### src/rtl/vga_pkg.sv
// rtl/vga_pkg.sv - shared VGA timing constants, scale encodings and irq bit indices
package vga_pkg;

    // 1024x768@60 CVT raster
    localparam int DEF_H_ACTIVE = 1024;
    localparam int DEF_H_FP     = 48;
    localparam int DEF_H_SYNC   = 104;
    localparam int DEF_H_BP     = 152;
    localparam int DEF_V_ACTIVE = 768;
    localparam int DEF_V_FP     = 3;
    localparam int DEF_V_SYNC   = 4;
    localparam int DEF_V_BP     = 23;

    typedef enum logic [1:0] {
        SCALE_1X     = 2'd0,
        SCALE_2X     = 2'd1,
        SCALE_4X     = 2'd2,
        SCALE_4X_ALT = 2'd3
    } scale_e;

    localparam int IRQ_FRAME = 0;
    localparam int IRQ_LINE  = 1;

    // Terminal value of the sub-pixel prescaler; the unused code 3 behaves as 4x
    function automatic logic [1:0] scale_mask(input logic [1:0] s);
        case (s)
            SCALE_1X: scale_mask = 2'd0;
            SCALE_2X: scale_mask = 2'd1;
            default:  scale_mask = 2'd3;
        endcase
    endfunction

endpackage

### src/rtl/vga_cell_counter.sv
// rtl/vga_cell_counter.sv - prescaled lo/hi character-cell counter for one raster axis
module vga_cell_counter
    import vga_pkg::*;
#(
    parameter int CELL = 32,
    parameter int LO_W = 5,
    parameter int HI_W = 6
) (
    input  logic            clk,
    input  logic            rst_n,
    input  logic            clr,
    input  logic            en,
    input  logic [1:0]      scale,
    output logic [LO_W-1:0] lo,
    output logic [HI_W-1:0] hi
);

    localparam logic [LO_W-1:0] LO_LAST = LO_W'(CELL - 1);

    logic [1:0] sub;

    always_ff @(posedge clk) begin
        if (!rst_n || clr) begin
            sub <= '0;
            lo  <= '0;
            hi  <= '0;
        end else if (en) begin
            if (sub == scale_mask(scale)) begin
                sub <= '0;
                if (lo == LO_LAST) begin
                    lo <= '0;
                    hi <= hi + 1'b1;
                end else begin
                    lo <= lo + 1'b1;
                end
            end else begin
                sub <= sub + 2'd1;
            end
        end
    end

endmodule

### src/rtl/vga_timing_gen.sv
// rtl/vga_timing_gen.sv - raster timing generator with scaled cell coordinates and sticky interrupts
module vga_timing_gen
    import vga_pkg::*;
#(
    parameter int   H_ACTIVE = DEF_H_ACTIVE,
    parameter int   H_FP     = DEF_H_FP,
    parameter int   H_SYNC   = DEF_H_SYNC,
    parameter int   H_BP     = DEF_H_BP,
    parameter int   V_ACTIVE = DEF_V_ACTIVE,
    parameter int   V_FP     = DEF_V_FP,
    parameter int   V_SYNC   = DEF_V_SYNC,
    parameter int   V_BP     = DEF_V_BP,
    parameter logic H_POL    = 1'b0,
    parameter logic V_POL    = 1'b1,
    parameter int   CELL_W   = 32,
    parameter int   CELL_H   = 48,
    parameter int   HW       = 11,
    parameter int   VW       = 10,
    parameter int   XHI_W    = 6,
    parameter int   XLO_W    = 5,
    parameter int   YHI_W    = 5,
    parameter int   YLO_W    = 6
) (
    input  logic             clk,
    input  logic             rst_n,
    input  logic [1:0]       scale,
    input  logic [VW-1:0]    line_cmp,
    input  logic             frame_ie,
    input  logic             line_ie,
    input  logic [1:0]       irq_clr,
    output logic [HW-1:0]    x_raw,
    output logic [VW-1:0]    y_raw,
    output logic [XHI_W-1:0] x_hi,
    output logic [XLO_W-1:0] x_lo,
    output logic [YHI_W-1:0] y_hi,
    output logic [YLO_W-1:0] y_lo,
    output logic             hsync,
    output logic             vsync,
    output logic             blank,
    output logic             frame_start,
    output logic             irq_frame,
    output logic             irq_line,
    output logic             irq
);

    localparam int H_TOT = H_ACTIVE + H_FP + H_SYNC + H_BP;
    localparam int V_TOT = V_ACTIVE + V_FP + V_SYNC + V_BP;

    localparam logic [HW-1:0] H_LAST   = HW'(H_TOT - 1);
    localparam logic [HW-1:0] H_ACT    = HW'(H_ACTIVE);
    localparam logic [HW-1:0] HS_START = HW'(H_ACTIVE + H_FP);
    localparam logic [HW-1:0] HS_END   = HW'(H_ACTIVE + H_FP + H_SYNC);
    localparam logic [VW-1:0] V_LAST   = VW'(V_TOT - 1);
    localparam logic [VW-1:0] V_ACT    = VW'(V_ACTIVE);
    localparam logic [VW-1:0] VS_START = VW'(V_ACTIVE + V_FP);
    localparam logic [VW-1:0] VS_END   = VW'(V_ACTIVE + V_FP + V_SYNC);

    generate
        if (H_TOT > (1 << HW)) begin : g_h_too_wide
            $error("vga_timing_gen: H_TOT does not fit in HW bits");
        end
        if (V_TOT > (1 << VW)) begin : g_v_too_wide
            $error("vga_timing_gen: V_TOT does not fit in VW bits");
        end
    endgenerate

    logic [HW-1:0] x_nxt;
    logic [VW-1:0] y_nxt;
    logic          x_wrap;
    logic          frame_wrap;
    logic [1:0]    scale_q;

    always_comb begin
        x_wrap     = (x_raw == H_LAST);
        frame_wrap = x_wrap && (y_raw == V_LAST);
        x_nxt      = x_wrap ? '0 : x_raw + 1'b1;
        y_nxt      = y_raw;
        if (x_wrap) begin
            y_nxt = (y_raw == V_LAST) ? '0 : y_raw + 1'b1;
        end
    end

    // Window outputs are decoded from the next position so they land with x_raw/y_raw
    always_ff @(posedge clk) begin
        if (!rst_n) begin
            x_raw       <= '0;
            y_raw       <= '0;
            hsync       <= ~H_POL;
            vsync       <= ~V_POL;
            blank       <= 1'b0;
            frame_start <= 1'b1;
            scale_q     <= 2'd0;
            irq_frame   <= 1'b0;
            irq_line    <= 1'b0;
        end else begin
            x_raw       <= x_nxt;
            y_raw       <= y_nxt;
            hsync       <= (x_nxt >= HS_START && x_nxt < HS_END) ? H_POL : ~H_POL;
            vsync       <= (y_nxt >= VS_START && y_nxt < VS_END) ? V_POL : ~V_POL;
            blank       <= (x_nxt >= H_ACT) || (y_nxt >= V_ACT);
            frame_start <= frame_wrap;
            if (frame_wrap) begin
                scale_q <= scale;
            end
            // A set in the same cycle as its clear wins so no event is lost
            irq_frame <= (frame_wrap && frame_ie) ||
                         (irq_frame && !irq_clr[IRQ_FRAME]);
            irq_line  <= (x_nxt == H_ACT && y_raw == line_cmp && line_ie) ||
                         (irq_line && !irq_clr[IRQ_LINE]);
        end
    end

    assign irq = irq_frame | irq_line;

    vga_cell_counter #(
        .CELL (CELL_W),
        .LO_W (XLO_W),
        .HI_W (XHI_W)
    ) u_x_cell (
        .clk   (clk),
        .rst_n (rst_n),
        .clr   (x_wrap),
        .en    (x_nxt < H_ACT),
        .scale (scale_q),
        .lo    (x_lo),
        .hi    (x_hi)
    );

    vga_cell_counter #(
        .CELL (CELL_H),
        .LO_W (YLO_W),
        .HI_W (YHI_W)
    ) u_y_cell (
        .clk   (clk),
        .rst_n (rst_n),
        .clr   (frame_wrap),
        .en    (x_wrap && (y_nxt < V_ACT)),
        .scale (scale_q),
        .lo    (y_lo),
        .hi    (y_hi)
    );

endmodule

### config.mk
export PLATFORM = sky130hd
export DESIGN_NAME = vga_timing_gen
export DESIGN_NICKNAME = d
export VERILOG_FILES = /design/src/rtl/vga_pkg.sv /design/src/rtl/vga_cell_counter.sv /design/src/rtl/vga_timing_gen.sv
export SDC_FILE = /design/constraint.sdc
export NUM_CORES = 1
export LEC_CHECK = 0
export ABC_AREA = 1
export ABC_CLOCK_PERIOD_IN_PS = 1600
export BUFFER_PORTS_ARGS = -buffer_cell sky130_fd_sc_hd__buf_2
export CAP_MARGIN = 10
export CORE_ASPECT_RATIO = 0.8
export CORE_MARGIN = 3
export CORE_UTILIZATION = 49
export DETAILED_ROUTE_END_ITERATION = 10
export PLACE_DENSITY = 0.79
export SYNTH_ARGS = -nofsm -noshare
export SYNTH_HDL_FRONTEND = slang
export SYNTH_SLANG_ARGS = --single-unit
### constraint.sdc
create_clock -name clk -period 1.6 [get_ports clk]
set_input_delay 0.08 -clock clk [delete_from_list [all_inputs] [get_ports clk]]
set_output_delay 0.08 -clock clk [all_outputs]
set_load 0.01 [all_outputs]
=== Yosys cells after proc, flatten, opt, wreduce, memory -nomap -nowiden ===
Index checks and enable logic that the tools add are counted.

* Register bits after elaboration: 55
* Input port bits: 18
* Logic and storage cells: 77

* $add $sub $neg: 8
* Order comparisons: 8
* Eq/ne operators: 9
* Multiplexer cells: 14
* Bitwise logic cells: 1
* Reductions and logical operators: 22

{| class="wikitable"
|+ Operators with widths
! operator !! number
|-
| == test 11 bit, second input constant || 2
|-
| greater-or-equal comparator 11 bit, second input constant || 2
|-
| < comparator 11 bit, second input constant || 2
|-
| greater-or-equal comparator 10 bit, second input constant || 2
|-
| < comparator 10 bit, second input constant || 2
|-
| 2-to-1 mux 10 bit || 2
|-
| adder 6 x 1 -> 6 bit, second input constant || 2
|-
| 2-to-1 mux 2 bit || 6
|-
| adder 11 x 1 -> 11 bit, second input constant || 1
|-
| 2-to-1 mux 11 bit || 1
|-
| adder 10 x 1 -> 10 bit, second input constant || 1
|-
| adder 5 x 1 -> 5 bit, second input constant || 2
|-
| == test 10 bit || 1
|-
| == test 10 bit, second input constant || 1
|-
| logical AND 1 bit || 9
|-
| == test 6 bit, second input constant || 1
|-
| 2-to-1 mux 6 bit || 1
|-
| AND reduction 3 bit || 2
|-
| == test 5 bit, second input constant || 1
|-
| logical OR 1 bit || 5
|-
| 2-to-1 mux 5 bit || 1
|-
| adder 2 x 1 -> 2 bit, second input constant || 2
|-
| == test 2 bit || 2
|-
| one-hot mux 2 bit (2 select lines) || 1
|-
| other kinds (6) || 10
|}

=== Depth between registers and ports, before layout ===
Gate-level depths: netlist of run 1.

* Word-level depth: 9
* Depth in mapped cells: 13
* Gate-level depth less buffers: 12

=== Hierarchy ===
From an unflattened synthesis of run 1, not the netlist that was laid out.

* Cells, all modules: 485
* Area total of the unflattened synthesis: 3214.3 sq um

{| class="wikitable"
|+ Modules (own cells, without submodules)
! module !! instances !! cells an instance !! area an instance (sq um) !! sequential area each (sq um)
|-
| vga_timing_gen || 1 || 277 || 1760.4 || 580.6
|-
| vga_cell_counter at u_x_cell || 1 || 108 || 738.2 || 260.2
|-
| vga_cell_counter at u_y_cell || 1 || 100 || 715.7 || 260.2
|}

=== Worst setup path before layout of run 1 ===
No wires, ideal clock.

* Kind: reg2reg
* Start: reg x_raw[0]
* End: reg y_raw[3]
* Arrival: 1699 ps
* Data required time: 1482 ps
* Setup slack: -217 ps
* Stages on the path, launching flop included: 10
* Period minus slack after synthesis: 1817 ps
* Cell sequence: dfxtp_1 > ha_1 > nand3_4 > inv_2 > nand3_1 > nor2_2 > nor2_1 > clkinv_1 > buf_2 > nor2_1

* Word-level cells in the longest chain between the ends: 2

{| class="wikitable"
|+ RTL lines
! what !! line !! source
|-
| start, declared || vga_timing_gen.sv:31 || <nowiki>output logic [HW-1:0] x_raw,</nowiki>
|-
| start signal, assigned || vga_timing_gen.sv:96 || <nowiki>x_raw <= x_nxt;</nowiki>
|-
| == test 11 bit || vga_timing_gen.sv:74 || <nowiki>x_wrap = (x_raw == H_LAST);</nowiki>
|-
| 2-to-1 mux 10 bit || vga_timing_gen.sv:78 || <nowiki>if (x_wrap) begin</nowiki>
|-
| end signal, assigned || vga_timing_gen.sv:97 || <nowiki>y_raw <= y_nxt;</nowiki>
|-
| end, declared || vga_timing_gen.sv:32 || <nowiki>output logic [VW-1:0] y_raw,</nowiki>
|}

No other way between the ends.
A chain may end at the register's enable or synchronous reset.

=== Worst setup path after layout of run 1 ===
* Start: reg x_raw[1]
* End: reg vsync

* Word-level cells in the longest chain between the ends: 5

{| class="wikitable"
|+ RTL lines
! what !! line !! source
|-
| == test 11 bit (*) || vga_timing_gen.sv:74 ||
|-
| 2-to-1 mux 10 bit (*) || vga_timing_gen.sv:78 ||
|-
| greater-or-equal comparator 10 bit / < comparator 10 bit (equally long branches) || vga_timing_gen.sv:99 || <nowiki>vsync <= (y_nxt >= VS_START && y_nxt < VS_END) ? V_POL : ~V_POL;</nowiki>
|-
| logical AND 1 bit (*) || vga_timing_gen.sv:99 ||
|-
| 2-to-1 mux 1 bit (*) || vga_timing_gen.sv:99 ||
|-
| end signal, assigned || vga_timing_gen.sv:89 || <nowiki>vsync <= ~V_POL;</nowiki>
|-
| end signal, assigned || vga_timing_gen.sv:99 ||
|-
| end, declared || vga_timing_gen.sv:38 || <nowiki>output logic vsync,</nowiki>
|}

Every way passes the cells marked *; elsewhere a longest branch is shown, timed or not.

==> run_results.csv, run 1 <==
group,metric,value,unit
critical_path,path_class,"register to register",
route,vias_per_cell,5.45,
floorplan,core_area,6010,sq um
final_layout,fin_nets,610,
place,port_buffers,67,
global_routing,grt_pass1_wl,14400,microns
final_layout,mostFrequentLayoutCell,"nand2_1",
critical_path,arrival,2.13,ns
route,wire_per_inst,15.4,microns
critical_path,cp-end-kind,"register",
timing,drv_slew,0,
critical_path,crit_chain,"ha_4, nand3_4, inv_8, nand2_4, nor2_4, buf_6, nand2_4, xor2_2, nor2_1, nor2_1, nand3b_1, nor2_1",
power_and_ir_drop,pwr_density_cell,532,nW/um^2
global_routing,grt_pass1_vias,3196,
global_routing,grt_max_degree,19,
critical_path,r2r_start,"x_raw[1]$_SDFF_PN0_",
timing,finalSetupViolations,33,
power_and_ir_drop,worst_ir_drop_vdd,0.372,mV
clock_network,cts-root-buf,"clkbuf_8",
clock_network,numCtsBuffers,5,
timing,worstMarginPinSlew,0.496,ns
flow_run,drv_cap,0,
status,status,"complete, but fails checks",
timing,fin_worst_skew,0.00411,ns
synthesis,syn_nets,464,
synthesis,synthesis.area,3090,sq um
route,antenna_left,0,
synthesis,synth.distinct_cells,34,
final_layout,antenna_cells,0,
synthesis,synthCells,438,
timing,rsz0062_at_grt,"yes",
global_routing,overflow,0,
route,wl_met3,819,microns
floorplan,start_util,0.514,
floorplan,ioPinCount,68,
global_routing,grtUsageTotal,0.244,
route,highest_layer,"met4",
synthesis,postSynthAreaPerCell,7.05,sq um
synthesis,ys_seq_area_frac,0.356,
final_layout,final_cell_mix,"nand2_1 (83), buf_2 (67), buf_4 (66)",
critical_path,cp_top_family,"simple AND/OR/NAND/NOR gates",
critical_path,cp.depth,12,
timing,final_hold_viol_count,0,
critical_path,r2r_setup_slack,-0.27,ns
route,drt_iter0_drc,223,
route,drtPass1Iterations,5,
critical_path,cp.buffers_inverters,2,
synthesis,synth_top_cell_by_area,"dfxtp_1",
critical_path,critPathLaunch,"x_raw[1]$_SDFF_PN0_",
critical_path,r2r_end,"vsync$_SDFF_PN0_",
floorplan,dieArea,7300,sq um
critical_path,start_kind,"register",
clock_network,clk_pin_slew,0.10,ns
critical_path,crit_slowest_cell,"dfxtp_4",
route,drc,0,
final_layout,synthToLayoutAreaGrowth,48.1,%
timing,min_period,1.87,ns
synthesis,synth_seq_cells,55,
hold_path,hp-class,"primary input to register",
route,wl_met2,5040,microns
power_and_ir_drop,leakagePower,0.00211,uW
place,place_congestion,0.954,
timing,setup_tns,-3.72,ns
clock_network,cts_sinks,55,
clock_network,cts_max_level,2,
timing,fin_ws,-0.274,ns
floorplan,num_rows,25,
route,wl_met1,4060,microns
clock_network,cts_tree,"done",
power_and_ir_drop,power,2440,uW
critical_path,cp-endpoint,"vsync$_SDFF_PN0_",
synthesis,synthTopCellsByArea,"dfxtp_1 (36%), nand2_1 (11%), nor2_1 (6.7%)",
clock_network,cts_buffer_depth,2,
critical_path,cpMostUsedCell,"nor2_1",
place,hpwl,6340,microns
place,dpl_worst_slack,-0.263,ns
global_routing,antenna_found_initial,0,
floorplan,die_h,77.0,microns
critical_path,cp_max_fo,7,
critical_path,reg2regPathDepth,12,
critical_path,crit_required,1.86,ns
status,violations,"setup timing",
route,vias,3627,
floorplan,die_w,94.8,microns
critical_path,cpPeakStageDelay,0.37,ns
route,drt-total-wl,10200,microns
synthesis,yosys_warnings,0,
synthesis,synth_top_cell_area_share,0.356,
timing,max_freq,0.534,GHz
timing,finalCritPeriodShare,1.17,
final_layout,drive_gt1_frac,0.426,
clock_network,clk_latency,0.32,ns
timing,max-slew-margin-rel,0.667,
[routing by layer]
| layer | up-vias | global-route usage |
|---|---|---|
| li1 | 1727 | - |
| met1 | 1682 | 0.316 |
| met2 | 183 | 0.405 |
| met3 | 35 | 0.0471 |
| met4 | 0 | 0.0778 |
| met5 | - | 0 |
[registers in the layout, summed over array words and instances, names as in the netlist, 2 cells and up]
| name | flops |
|---|---|
| scale_q | 2 |
| u_x_cell.hi | 6 |
| u_x_cell.lo | 5 |
| u_x_cell.sub | 2 |
| u_y_cell.hi | 5 |
| u_y_cell.lo | 6 |
| u_y_cell.sub | 2 |
| x_raw | 11 |
| y_raw | 10 |
[cell usage after synthesis, drive strengths merged]
cell type   n
a21oi      27
and2        1
buf         3
clkbuf      4
clkinv      2
dfxtp      55
ha          8
inv        51
nand2      99
nand3      42
nand3b      4
nand4      22
nor2       57
nor3       18
nor3b       2
nor4        1
o211ai      1
o21ai      13
o22ai       1
or2         5
xnor2       6
xor2       16
[worst min-delay path, cell delays in order]
cell,delay [ns]
buf_2,0.07
nand3b_1,0.09
nand2_1,0.05
[power breakdown]
| part | switching [uW] | leakage [uW] | total, uW | internal [uW] |
|---|---|---|---|---|
| Clock | 481 | 0.0000505 | 877 | 395 |
| Combinational | 89.2 | 0.00160 | 171 | 81.8 |
| Sequential | 14.9 | 0.000453 | 1390 | 1370 |
| Total | 586 | 0.00211 | 2440 | 1850 |
[cell families (layout without fill, tap and decap cells)]
group / count (synthesis) / count (layout) / share of synthesized area
XOR/XNOR: 22 / 22 / 0.0624
AO/OA/AOI/OAI: 42 / 42 / 0.0693
flip-flops: 55 / 55 / 0.356
buffers and inverters: 60 / 206 / 0.0790
AND/OR/NAND/NOR: 251 / 252 / 0.401
adder cells (fa/ha/maj): 8 / 8 / 0.0324
[worst min-delay path by stage]
stage	cells after the start	start	endpoint	slack, ns
2_1_floorplan	2	frame_ie	irq_frame$_SDFF_PN0_	0.21
3_3_place_gp	3	frame_ie	irq_frame$_SDFF_PN0_	0.30
3_5_place_dp	3	frame_ie	irq_frame$_SDFF_PN0_	0.31
4_1_cts	3	irq_clr[0]	irq_frame$_SDFF_PN0_	0.006
5_1_grt	3	irq_clr[0]	irq_frame$_SDFF_PN0_	0.01
6_report	3	irq_clr[0]	irq_frame$_SDFF_PN0_	0.0008
[metrics by stage]
step,instances,hold slack (ns),utilization,instance area [sq um]
final,666,0.000752,0.762,4580
after detailed placement,640,0.306,0.664,3990
after floorplan,438,0.211,-,3120
after global routing,666,0.0102,0.762,4580
after CTS,661,0.00601,0.718,4310
after global placement,640,0.304,0.664,3990
[timing repair]
item,CTS,global route
pin swaps,3,11
endpoints found under the hold margin,3,0
cloned,1,0
resized for setup,31,70
hold buffers,3,0
endpoints found under the setup margin,36,42
buffers inserted,9,5
[layout make-up]
cell class | instances | area [sq um]
Inverter | 53 | 218
Timing Repair Buffer | 145 | 971
Clock inverter | 1 | 7.51
Sequential cell | 55 | 1130
Tap cell | 81 | 101
Clock buffer | 7 | 96.3
Fill cell | 441 | 1430
Multi-Input combinational cell | 324 | 2050
Power figures use the tool's default switching activity.
==> run 2, diff against run 1 <==
--- a/config.mk
+++ b/config.mk
@@ -6,10 +6,8 @@
 export NUM_CORES = 1
 export LEC_CHECK = 0
 export ABC_AREA = 1
-export ABC_CLOCK_PERIOD_IN_PS = 1600
 export BUFFER_PORTS_ARGS = -buffer_cell sky130_fd_sc_hd__buf_2
 export CAP_MARGIN = 10
-export CORE_ASPECT_RATIO = 0.8
 export CORE_MARGIN = 3
 export CORE_UTILIZATION = 49
 export DETAILED_ROUTE_END_ITERATION = 10
==> run 2 against run 1 <==
Compared with the run above: the flow still finishes with violations (setup timing); routed wire length increased by 6.2%; sequential share of layout area decreased by 1.2 points; register-to-register slack got worse by 0.02 ns; flip-flop and latch count unchanged; via count increased by 3.2%; fmax decreased by 1.2%; non-clock buffer count increased by 12; sequential power about the same; clock skew increased by 0.0061 ns; cell count increased by 1.1%; first-iteration DRC count increased by 54%; worst setup slack got worse by 0.023 ns; critical path type unchanged.
==> run_results.csv, run 2 (synthesized netlist as in run 1, its figures left out) <==
group,metric,value,unit
clock_network,cts_sinks,55,
route,vias_per_cell,5.56,
critical_path,r2r_end,"vsync$_SDFF_PN0_",
timing,max-slew-margin-rel,0.641,
critical_path,cp_max_fo,5,
place,hpwl,6390,microns
critical_path,r2r_setup_slack,-0.30,ns
global_routing,grtUsageTotal,0.267,
global_routing,grt_pass1_wl,16000,microns
clock_network,cts_buffer_depth,2,
route,antenna_left,0,
flow_run,drv_cap,0,
final_layout,largest_register_ff_count,11,
clock_network,clk_latency,0.32,ns
route,wire_per_inst,16.2,microns
floorplan,ioPinCount,68,
final_layout,antenna_cells,0,
critical_path,cp-end-kind,"register",
status,violations,"setup timing",
power_and_ir_drop,leakagePower,0.00226,uW
floorplan,die_h,85.4,microns
route,drtPass1Iterations,6,
route,drt_iter0_drc,344,
timing,max_freq,0.527,GHz
critical_path,path_class,"register to register",
timing,fin_ws,-0.297,ns
status,status,"complete, but fails checks",
global_routing,grt_pass1_vias,3523,
clock_network,numCtsBuffers,5,
power_and_ir_drop,pwr_density_cell,502,nW/um^2
timing,fin_worst_skew,0.0102,ns
timing,setup_tns,-4.09,ns
timing,rsz0062_at_grt,"yes",
critical_path,cp-endpoint,"vsync$_SDFF_PN0_",
global_routing,grt_max_degree,20,
critical_path,start_kind,"register",
timing,finalCritPeriodShare,1.19,
timing,whs,0.00999,ns
global_routing,antenna_found_initial,0,
final_layout,largest_register,"x_raw",
final_layout,final_util,0.804,
floorplan,die_w,85.4,microns
clock_network,cts_max_level,2,
floorplan,dieArea,7290,sq um
route,vias,3744,
hold_path,hp-class,"primary input to register",
final_layout,reg_top3,"x_raw x11, y_raw x10",
clock_network,clk_pin_slew,0.11,ns
final_layout,final_cell_mix,"nand2_1 (82), buf_4 (72), buf_2 (67)",
critical_path,reg2regPathDepth,11,
critical_path,crit_required,1.86,ns
place,place_area,3990,sq um
clock_network,cts_tree,"done",
floorplan,core_area,6030,sq um
timing,drv_slew,0,
final_layout,fin_nets,623,
final_layout,drive_gt1_frac,0.458,
place,port_buffers,67,
clock_network,cts-root-buf,"clkbuf_8",
timing,final_hold_viol_count,0,
route,drc,0,
global_routing,overflow,0,
final_layout,synthToLayoutAreaGrowth,56.7,%
timing,finalSetupViolations,38,
final_layout,final_area,4840,sq um
critical_path,critPathLaunch,"x_raw[4]$_SDFF_PN0_",
floorplan,start_util,0.513,
final_layout,mostFrequentLayoutCell,"nand2_1",
floorplan,num_rows,28,
critical_path,r2r_start,"x_raw[4]$_SDFF_PN0_",
timing,min_period,1.90,ns
power_and_ir_drop,worst_ir_drop_vdd,0.502,mV
route,drt-total-wl,10900,microns
timing,worstMarginPinSlew,0.535,ns
place,place_congestion,0.935,
critical_path,arrival,2.16,ns
[run 2: area by class of cell]
cell class	count	area, sq um
tap	75	93.8
clock inverter	3	27.5
inverter	53	229
clock buffer	5	68.8
sequential	55	1140
timing repair buffer	157	1120
multi-input combinational	325	2160
fill	362	1180
[run 2: what timing repair did]
action                     CTS  global route
gates resized for setup     62            68
hold buffers                 3             0
setup endpoints to repair   35            40
hold endpoints to repair     3             0
buffers inserted            15             8
pin swaps                   24            21
gates cloned                 2             2
[run 2: layer usage]
layer | wire, microns | vias up | track usage
li1 | - | 1753 | -
met5 | 0 | - | 0
met4 | 372 | 0 | 0.0921
met2 | 5410 | 191 | 0.471
met1 | 4380 | 1753 | 0.325
met3 | 723 | 47 | 0.0466
[run 2: worst min-delay path by stage]
stage               start                       to  slack (ns)  cells after the start
2_1_floorplan    frame_ie     irq_frame$_SDFF_PN0_        0.21                      2
3_3_place_gp     frame_ie     irq_frame$_SDFF_PN0_        0.30                      3
3_5_place_dp     frame_ie     irq_frame$_SDFF_PN0_        0.31                      3
4_1_cts          scale[1]  scale_q[1]$_SDFFE_PN0P_       0.005                      3
5_1_grt          scale[1]  scale_q[1]$_SDFFE_PN0P_        0.02                      3
6_report       irq_clr[0]     irq_frame$_SDFF_PN0_        0.01                      3
[run 2: per-stage QoR]
step           cells  total power [uW]  setup WS [ns]
4_1_cts          664              2410        -0.0816
3_3_place_gp     636              1580         -0.152
5_1_grt          673              2530         -0.349
3_5_place_dp     636              1580         -0.170
6_report         673              2430         -0.297
2_1_floorplan    438              1500       0.000286
[run 2: critical path, cell delays in order, from the launching register on]
cell and delay [ns]:
dfxtp_4 0.38, inv_2 0.07, buf_6 0.10, nand4_1 0.16
nor3_4 0.32, buf_4 0.20, o21ai_0 0.13, inv_1 0.12
nand2_1 0.08, nand2_1 0.10, nand3_1 0.09, nor2_1 0.10
[run 2: where the power goes]
part	internal (uW)	total [uW]	switching, uW
Sequential	1370	1390	17.0
Clock	323	825	502
Combinational	113	216	103
Total	1810	2430	622
==> run 3, diff against run 2 <==
--- a/config.mk
+++ b/config.mk
@@ -12,6 +12,7 @@
 export CORE_UTILIZATION = 49
 export DETAILED_ROUTE_END_ITERATION = 10
 export PLACE_DENSITY = 0.79
+export RECOVER_POWER = 100
 export SYNTH_ARGS = -nofsm -noshare
 export SYNTH_HDL_FRONTEND = slang
 export SYNTH_SLANG_ARGS = --single-unit
==> run 3 against run 2 <==
Compared with the run above: the run still ends with setup timing left; flip-flop and latch count stayed put; via count grew 0.59%; sequential power hardly changed; fmax rose by 0.99%; clock-buffer cell count is the same; first-iteration DRC count is 17% higher; cell count is the same; routed wire length down 0.39%; non-clock buffer count stayed put; register-to-register slack gained 0.02 ns; critical endpoint unchanged.
==> run_results.csv, run 3 (synthesized netlist as in run 1, its figures left out) <==
group,metric,value,unit
final_layout,largest_register_ff_count,11,
place,dpl_worst_slack,-0.170,ns
power_and_ir_drop,worst_ir_drop_vdd,0.503,mV
final_layout,final_area,4800,sq um
global_routing,grt_pass1_wl,16000,microns
global_routing,grt_max_degree,20,
timing,drv_slew,0,
clock_network,clk_pin_slew,0.11,ns
floorplan,die_w,85.4,microns
clock_network,cts_buffer_depth,2,
final_layout,nFillCells,382,
critical_path,path_class,"register to register",
final_layout,multi_input_area,2160,sq um
global_routing,overflow,0,
timing,fin_worst_skew,0.00981,ns
final_layout,mostFrequentLayoutCell,"nand2_1",
global_routing,grtUsageTotal,0.267,
clock_network,cts_tree,"done",
route,antenna_left,0,
timing,max-slew-margin-rel,0.685,
final_layout,synthToLayoutAreaGrowth,55.3,%
flow_run,drv_cap,0,
critical_path,start_kind,"register",
route,wire_per_inst,16.1,microns
power_and_ir_drop,pwr_density_cell,507,nW/um^2
route,vias_per_cell,5.60,
status,violations,"setup timing",
final_layout,final_util,0.796,
floorplan,dieArea,7290,sq um
critical_path,crit_required,1.87,ns
timing,fin_ws,-0.278,ns
timing,worstMarginPinSlew,0.468,ns
clock_network,cts-root-buf,"clkbuf_8",
route,drt-total-wl,10800,microns
clock_network,cts_max_level,2,
floorplan,core_area,6030,sq um
hold_path,hp-class,"primary input to register",
final_layout,antenna_cells,0,
final_layout,final_cell_mix,"nand2_1 (82), buf_4 (70), inv_1 (42)",
timing,max_freq,0.532,GHz
critical_path,cp-end-kind,"register",
timing,finalCritPeriodShare,1.17,
critical_path,reg2regPathDepth,11,
power_and_ir_drop,power,2430,uW
final_layout,ff_latch_area,1140,sq um
timing,final_hold_viol_count,0,
final_layout,drive_gt1_frac,0.405,
status,status,"complete, but fails checks",
floorplan,start_util,0.513,
global_routing,grt_pass1_vias,3523,
power_and_ir_drop,leakagePower,0.00213,uW
place,hpwl,6390,microns
global_routing,antenna_found_initial,0,
clock_network,numCtsBuffers,5,
clock_network,clk_latency,0.32,ns
critical_path,arrival,2.14,ns
route,drc,0,
clock_network,cts_sinks,55,
place,place_area,3990,sq um
floorplan,num_rows,28,
hold_path,holdPathStages,3,
timing,setup_tns,-4.13,ns
timing,rsz0062_at_grt,"yes",
floorplan,die_h,85.4,microns
final_layout,fin_nets,623,
route,vias,3766,
timing,finalSetupViolations,38,
floorplan,ioPinCount,68,
timing,min_period,1.88,ns
final_layout,reg_top3,"x_raw x11, y_raw x10",
place,place_congestion,0.935,
critical_path,cp_max_fo,5,
place,port_buffers,67,
final_layout,largest_register,"x_raw",
route,drtPass1Iterations,5,
route,drt_iter0_drc,401,
-- run 3: per-layer routing --
| layer | vias up | track usage | wire, microns |
|---|---|---|---|
| met2 | 199 | 0.471 | 5410 |
| met4 | 0 | 0.0921 | 380 |
| met5 | - | 0 | 0 |
| met3 | 46 | 0.0466 | 758 |
| li1 | 1755 | - | - |
| met1 | 1766 | 0.325 | 4290 |
-- run 3: repair_timing --
action | in CTS | in global routing
pin swaps | 24 | 21
endpoints found under the hold margin | 3 | 0
gates cloned | 2 | 2
setup buffers | 15 | 8
resized for setup | 62 | 68
hold buffers | 3 | 0
endpoints found under the setup margin | 35 | 40
-- run 3: path summary, 6_finish.rpt --
path,from,to,slack (ns)
max,x_raw[4]$_SDFF_PN0_,vsync$_SDFF_PN0_,-0.28
min reg2reg,scale_q[0]$_SDFFE_PN0P_,scale_q[0]$_SDFFE_PN0P_,0.48
max reg2reg,x_raw[4]$_SDFF_PN0_,vsync$_SDFF_PN0_,-0.28
min,irq_clr[0],irq_frame$_SDFF_PN0_,0.008
-- run 3: critical path: stages (launching register included) --
cell and delay [ns]:
dfxtp_4 0.38, inv_2 0.07, buf_6 0.10, nand4_1 0.16
nor3_4 0.31, buf_4 0.20, o21ai_0 0.13, inv_1 0.11
nand2_1 0.08, nand2_1 0.10, nand3_1 0.09, nor2_1 0.10
-- run 3: metrics by stage --
step,cells,hold slack [ns]
6_report,673,0.00786
5_1_grt,673,0.0181
4_1_cts,664,0.00525
3_5_place_dp,636,0.309
3_3_place_gp,636,0.300
2_1_floorplan,438,0.211
-- run 3: area by class of cell --
cell class / instances / area share
clock inverter: 3 / 0.00574
timing repair buffer: 157 / 0.225
tap: 75 / 0.0196
clock buffer: 5 / 0.0143
sequential: 55 / 0.238
multi-input combinational: 325 / 0.450
inverter: 53 / 0.0477
-- run 3: report_power, final --
| group | leakage [uW] | internal (uW) | switching [uW] |
|---|---|---|---|
| clock | 0.0000463 | 323 | 505 |
| sequential | 0.000455 | 1370 | 17.2 |
| combinational | 0.00163 | 111 | 103 |
| total | 0.00213 | 1810 | 625 |
